<file path="config.mk">
export PLATFORM = sky130hd
export DESIGN_NAME = uart_rx_param
export DESIGN_NICKNAME = d
export VERILOG_FILES = /design/src/rtl/uart_rx_param.sv
export SDC_FILE = /design/constraint.sdc
export NUM_CORES = 1
export LEC_CHECK = 0
export BUFFER_PORTS_ARGS = -buffer_cell sky130_fd_sc_hd__buf_2
export CORE_MARGIN = 1.5
export CORE_UTILIZATION = 40
export CTS_BUF_LIST = sky130_fd_sc_hd__clkbuf_8 sky130_fd_sc_hd__clkbuf_16
export CTS_CLUSTER_DIAMETER = 200
export CTS_CLUSTER_SIZE = 25
export DETAILED_ROUTE_END_ITERATION = 10
export PLACE_DENSITY = 0.68
export SLEW_MARGIN = 20
export SYNTH_ARGS = -nofsm -noshare
export SYNTH_HDL_FRONTEND = slang
export SYNTH_SLANG_ARGS = --single-unit
export TNS_END_PERCENT = 50
</file>
<file path="constraint.sdc">
create_clock -name clk -period 2.5 [get_ports clk]
set_clock_uncertainty 0.05 [all_clocks]
set_input_delay 0.125 -clock clk [delete_from_list [all_inputs] [get_ports clk]]
set_output_delay 0.125 -clock clk [all_outputs]
set_load 0.05 [all_outputs]
</file>
<file path="src/rtl/uart_rx_param.sv">
// Parameterised UART receiver: 2-flop input synchroniser, centre-sampling FSM,
// optional parity, 1..2 stop bits, held output with valid/ready handshake.
module uart_rx_param #(
  parameter int CLK_HZ    = 12000000,
  parameter int BAUD      = 9600,
  parameter int DATA_BITS = 8,
  parameter int PARITY    = 0,
  parameter int STOP_BITS = 1
) (
  input  logic                 clk,
  input  logic                 rst,
  input  logic                 rx,
  output logic [DATA_BITS-1:0] data,
  output logic                 valid,
  input  logic                 ready,
  output logic                 parity_err,
  output logic                 frame_err,
  output logic                 overrun,
  output logic                 busy
);

  localparam int CLKS_PER_BIT = CLK_HZ / BAUD;
  localparam int BW = $clog2(CLKS_PER_BIT);
  localparam logic [BW-1:0] BIT_LOAD  = BW'(CLKS_PER_BIT - 1);
  localparam logic [BW-1:0] HALF_LOAD = BW'(CLKS_PER_BIT / 2 - 1);
  localparam logic [3:0]    LAST_DATA = 4'(DATA_BITS - 1);
  localparam logic [3:0]    LAST_STOP = 4'(STOP_BITS - 1);

  generate
    if (CLKS_PER_BIT < 4) begin : g_bad_rate
      $error("uart_rx_param: CLK_HZ/BAUD must be at least 4");
    end
    if (DATA_BITS < 5 || DATA_BITS > 9) begin : g_bad_width
      $error("uart_rx_param: DATA_BITS must be 5..9");
    end
    if (PARITY < 0 || PARITY > 2) begin : g_bad_parity
      $error("uart_rx_param: PARITY must be 0, 1 or 2");
    end
    if (STOP_BITS < 1 || STOP_BITS > 2) begin : g_bad_stop
      $error("uart_rx_param: STOP_BITS must be 1 or 2");
    end
  endgenerate

  typedef enum logic [2:0] {IDLE, START, DATA, PAR, STOP, BREAK} state_t;

  // Odd parity wants an odd count of ones across payload and parity bit.
  function automatic logic parity_bad(input logic [DATA_BITS-1:0] payload,
                                      input logic sample);
    logic x;
    x = (^payload) ^ sample;
    if (PARITY == 1)      parity_bad = ~x;
    else if (PARITY == 2) parity_bad = x;
    else                  parity_bad = 1'b0;
  endfunction

  logic                 rx_p0, rx_p1, rxs;
  state_t               state, state_n;
  logic [BW-1:0]        baud_cnt, baud_n;
  logic [3:0]           bit_cnt, bit_n;
  logic [DATA_BITS-1:0] shift_reg, shift_n;
  logic                 perr_q, perr_n, ferr_q, ferr_n;
  logic                 baud_zero, stop_err, done;

  // Stage p0/p1: synchronise the asynchronous line
  always_ff @(posedge clk or posedge rst) begin
    if (rst) begin
      rx_p0 <= 1'b1;
      rx_p1 <= 1'b1;
    end else begin
      rx_p0 <= rx;
      rx_p1 <= rx_p0;
    end
  end
  assign rxs = rx_p1;

  // Frame state register
  always_ff @(posedge clk or posedge rst) begin
    if (rst) begin
      state     <= IDLE;
      baud_cnt  <= '0;
      bit_cnt   <= '0;
      shift_reg <= '0;
      perr_q    <= 1'b0;
      ferr_q    <= 1'b0;
    end else begin
      state     <= state_n;
      baud_cnt  <= baud_n;
      bit_cnt   <= bit_n;
      shift_reg <= shift_n;
      perr_q    <= perr_n;
      ferr_q    <= ferr_n;
    end
  end

  assign baud_zero = (baud_cnt == '0);
  assign stop_err  = ferr_q | ~rxs;

  always_comb begin
    state_n = state;
    baud_n  = baud_cnt;
    bit_n   = bit_cnt;
    shift_n = shift_reg;
    perr_n  = perr_q;
    ferr_n  = ferr_q;
    done    = 1'b0;
    case (state)
      IDLE: begin
        if (!rxs) begin
          state_n = START;
          baud_n  = HALF_LOAD;
          bit_n   = '0;
          perr_n  = 1'b0;
          ferr_n  = 1'b0;
        end
      end
      START: begin
        if (baud_zero) begin
          // A start bit that is high again at its centre was only a glitch.
          if (!rxs) begin
            state_n = DATA;
            baud_n  = BIT_LOAD;
            bit_n   = '0;
          end else begin
            state_n = IDLE;
          end
        end else begin
          baud_n = baud_cnt - BW'(1);
        end
      end
      DATA: begin
        if (baud_zero) begin
          shift_n = {rxs, shift_reg[DATA_BITS-1:1]};
          baud_n  = BIT_LOAD;
          if (bit_cnt == LAST_DATA) begin
            bit_n   = '0;
            state_n = (PARITY != 0) ? PAR : STOP;
          end else begin
            bit_n = bit_cnt + 4'd1;
          end
        end else begin
          baud_n = baud_cnt - BW'(1);
        end
      end
      PAR: begin
        if (baud_zero) begin
          perr_n  = parity_bad(shift_reg, rxs);
          baud_n  = BIT_LOAD;
          bit_n   = '0;
          state_n = STOP;
        end else begin
          baud_n = baud_cnt - BW'(1);
        end
      end
      STOP: begin
        if (baud_zero) begin
          ferr_n = stop_err;
          if (bit_cnt == LAST_STOP) begin
            done    = 1'b1;
            baud_n  = '0;
            bit_n   = '0;
            state_n = stop_err ? BREAK : IDLE;
          end else begin
            bit_n  = bit_cnt + 4'd1;
            baud_n = BIT_LOAD;
          end
        end else begin
          baud_n = baud_cnt - BW'(1);
        end
      end
      BREAK: begin
        // A held-low line must return high before another start is accepted.
        if (rxs) state_n = IDLE;
      end
      default: state_n = IDLE;
    endcase
  end

  // Output holding register and handshake
  always_ff @(posedge clk or posedge rst) begin
    if (rst) begin
      data       <= '0;
      valid      <= 1'b0;
      parity_err <= 1'b0;
      frame_err  <= 1'b0;
      overrun    <= 1'b0;
    end else begin
      overrun <= 1'b0;
      if (done) begin
        if (!valid || ready) begin
          data       <= shift_reg;
          parity_err <= (PARITY != 0) ? perr_q : 1'b0;
          frame_err  <= stop_err;
          valid      <= 1'b1;
        end else begin
          overrun <= 1'b1;
        end
      end else if (valid && ready) begin
        valid <= 1'b0;
      end
    end
  end

  assign busy = (state != IDLE);

endmodule
</file>
==> metrics.md <==
| Metric | Value |
|---|---|
| Bufs on Longest Clock Path | 2 |
| Logic pwr share | 2.6% |
| Via/cell ratio | about 5.4 |
| Count of cell types in the netlist | 45 |
| Max-slew violation total from the final report | 0 |
| Slew Limit Headroom | 58.8% |
| Gpl congestion | about 0.9 |
| WP buf/inv | 1 |
| Clk pwr share | a little over two fifths |
| EDFF count, synth | 0 |
| Routed Antenna Nets | 0 |
| Antenna cells | 0 |
| Net Sw Frac | 21.6% |
| Root Buffer | clkbuf_8 |
| Setup crit start | baud_cnt[0] |
| CP max stage delay | 510 ps |
| Status | finished clean |
| Yosys top cell by area | dfrtp_1 |
| Sequential share of the synthesized area | around half |
| Crit Path Category | register to register |
| Synth Instances | around 200 |
| Net Sw Power | approximately 0.26 mW |
| Global-route wire length before repair | just over 7 mm |
| Power density cells | 512 nW/um2 |
| Drt wl/cell | between 10 and 15 um |
| Area share of xor/xnor cells in the synthesized design | under 10% |
| Worst EP arrival | between 2000 and 3000 ps |
| Critical-path top delay cell | or4_4 |
| Max reg flops | 11 |
| Syn_area_per_cell | about 10 um2 |
| Clock latency on the worst-skew pair | 300 ps |
| Hold Crit Class | input pin to register |
| Worst reg2reg setup slack | 120 ps |
| PortBufs | 15 |
| Initial Util | a little over two fifths |
| Clock H-tree levels | 2 |
| Die area | ~5600 um2 |
| Synth top area cells | dfrtp_1, mux2_2, a21oi_1 |
| Seq pwr share | between 50% and 60% |
| Fin nets | between 200 and 250 |
| Gr ovfl total | 0 |
| Core area | a little under 5000 um2 |
| Synth warn | 0 |
| Max Clock Freq | about 420 MHz |
| DR vias | about 1600 |
| CP top delay family | simple AND/OR/NAND/NOR gates |
| 1st-iter DRT viols | ~120 |
| Die width | about 75 um |
| Post-route DRC | 0 |
| Final setup fails | 0 |
| Element type at the critical path end | register |
| Worst-path clk slew | about 80 ps |
| Adder-cell area share of the yosys netlist | 1.83% |
| Complex-gate fraction of the synthesized area | between 10 and 15% |
| Io pins | 17 |
| Place WS | a little under 100 ps |
| Setup WS post-layout | about 120 ps |
| CTS Buf Count | 5 |
| Clock Sinks | 40 |
| Worst-path maximum fanout | 7 |
| Max VDD drop | 0.365 mV |
| RSZ-0062 raised after global routing | no |
| DR pass1 iterations | 4 |
| Layout Cells excl Fill | 291 |
| Critical path startpoint category | register |
| Final hold violation count | 0 |
| Asr flop ratio synth | 100% |
| Detailed Place HPWL | roughly 2.9 mm |
| Final min period | about 2400 ps |
| Post-Syn Area | between 2000 and 2500 um2 |
| # rows | 25 |
| Total of max-cap violations | 0 |
| CP Cell Sequence | inv_1 > ha_1 > or3b_2 > or4_4 > o22a_4 > nor4b_2 > a21o_1 |
| Die height | 74.6 um |
| Antenna violations before repair | 0 |
| HP Start | ready |
| Post-Route WL | around 4.2 mm |
| Largest net degree at the start of global routing | 41 |
| Final Cycle Share | between 90 and 100% |
| Yosys reg bits | 40 |
| Tightest Pin Transition | 615 ps |
| Multiplexer area fraction after synthesis | under 10% |
| Cell Int Power | roughly 0.95 mW |
| Placed Instances | approximately 280 |
| Synthesized net count | roughly 210 |
| Post-Synth Simple-Gate Area | between 10% and 20% |
| Total GRT Usage | about 17% |
| Layout cells sized above 1 | 28.6% |
| Setup Fix Bufs, Post-CTS | 0 |
| Top_reg_cell synth | dfrtp_1 |
| FF-to-FF Start | baud_cnt[0] |
| Setup TNS | 0 ps |
| Area Overhead vs Synth | 15.7% |
| Vias in the first global route | ~1500 |
| Largest family of logic cells by synthesized area | simple AND/OR/NAND/NOR gates |
| CTS tree | done |
| Leakage | ~1.1 nW |
| Synth top area share | 46.3% |
| Worst Path Required | 2690 ps |
logic make-up after synthesis:
logic type	after synthesis
adders and majority gates	3
buffers and inverters	18
muxes	17
DFF	40
xor gates and xnor gates	3
AOI/OAI and AO/OA	45
and+or+nand+nor	72
other	1
cell usage after synthesis (2+ instances only):
cell type	number
dfrtp_1	38
mux2_2	17
nand2_1	16
a21oi_1	14
o21ai_0	12
nor2_1	11
inv_1	9
nand3_1	9
nor3_1	9
clkbuf_1	6
nand2b_1	4
a21o_1	3
ha_1	3
nor4_1	3
or4_1	3
xnor2_1	3
buf_6	2
dfstp_2	2
nor2b_1	2
o22a_1	2
o22ai_1	2
o31ai_1	2
or2_2	2
or3_1	2
or3b_2	2
or4_4	2
stage by stage:
step | cell area, um2 | power, mW | hold slack, ps | utilization (%)
2_1_floorplan | 2050 | 0.684 | 79.5 | -
3_5_place_dp | 2230 | 0.693 | 182 | 46.2
4_1_cts | 2360 | 1.23 | 67.3 | 48.9
3_3_place_gp | 2230 | 0.692 | 179 | 46.2
5_1_grt | 2370 | 1.26 | 103 | 49.3
6_report | 2370 | 1.22 | 75.8 | 49.3
worst paths after layout:
path                                      to  depth (start not counted)
worst min-delay path                 overrun                          3
worst max-delay path              bit_cnt[2]                          7
worst min register to register         rx_p1                          0
max in group asynchronous              rx_p0                          4
min in group asynchronous       shift_reg[2]                          4
worst max register to register    bit_cnt[2]                          7
power by group through the flow:
stage	registers [mW]	clock network [mW]	logic [mW]
final	0.650	0.535	0.0317
after global routing	0.650	0.575	0.0365
after CTS	0.650	0.546	0.0324
after detailed placement	0.663	0	0.0301
after global placement	0.663	0	0.0295
after floorplan	0.662	0	0.0215
repair_timing:
action | in CTS | in global routing
resized for setup | 0 | 3
hold endpoints to repair | 39 | 0
hold buffers | 2 | 0
setup endpoints to repair | 0 | 8
worst min-delay path: cells and delay by family:
| family | cells | cell delay (ps) |
|---|---|---|
| AND/OR/NAND/NOR | 2 | 190 |
| buffers and inverters | 1 | 80 |
final cells by class:
class                   count  area [um2]
repair buffers             26         163
clock buffers               5        68.8
flip-flops and latches     40        1000
fillers                   469        2440
multi-input cells         141         978
inverters                   9        33.8
clock inverters             3        42.5
well taps                  67        83.8
per-layer routing:
| metal | global-route usage [%] | part of all wire, % | vias up | routed length [um] |
|---|---|---|---|---|
| met5 | 0 | 0 | - | 0 |
| met4 | 7.47 | 1.8 | 0 | 78 |
| met3 | 3.21 | 4.2 | 7 | 179 |
| met2 | 26.8 | 45 | 41 | 1890 |
| met1 | 22.9 | 49 | 747 | 2080 |
| li1 | - | - | 762 | - |
cell usage in the layout, fill, tap and decap left out, types with 2 or more instances in the layout:
cell	count
dfrtp_1	38
mux2_2	17
nand2_1	15
buf_2	15
a21oi_1	14
o21ai_0	12
nor2_1	11
nor3_1	9
nand3_1	9
inv_1	9
buf_4	9
clkbuf_8	5
nand2b_1	4
or4_1	3
nor4_1	3
a21o_1	3
xnor2_1	3
ha_1	3
nor2b_1	2
o22a_1	2
or2_2	2
or3b_2	2
or4_4	2
o31ai_1	2
or3_1	2
o22ai_1	2
dlygate4sd3_1	2
dfstp_2	2
Power figures use the tool's default switching activity.
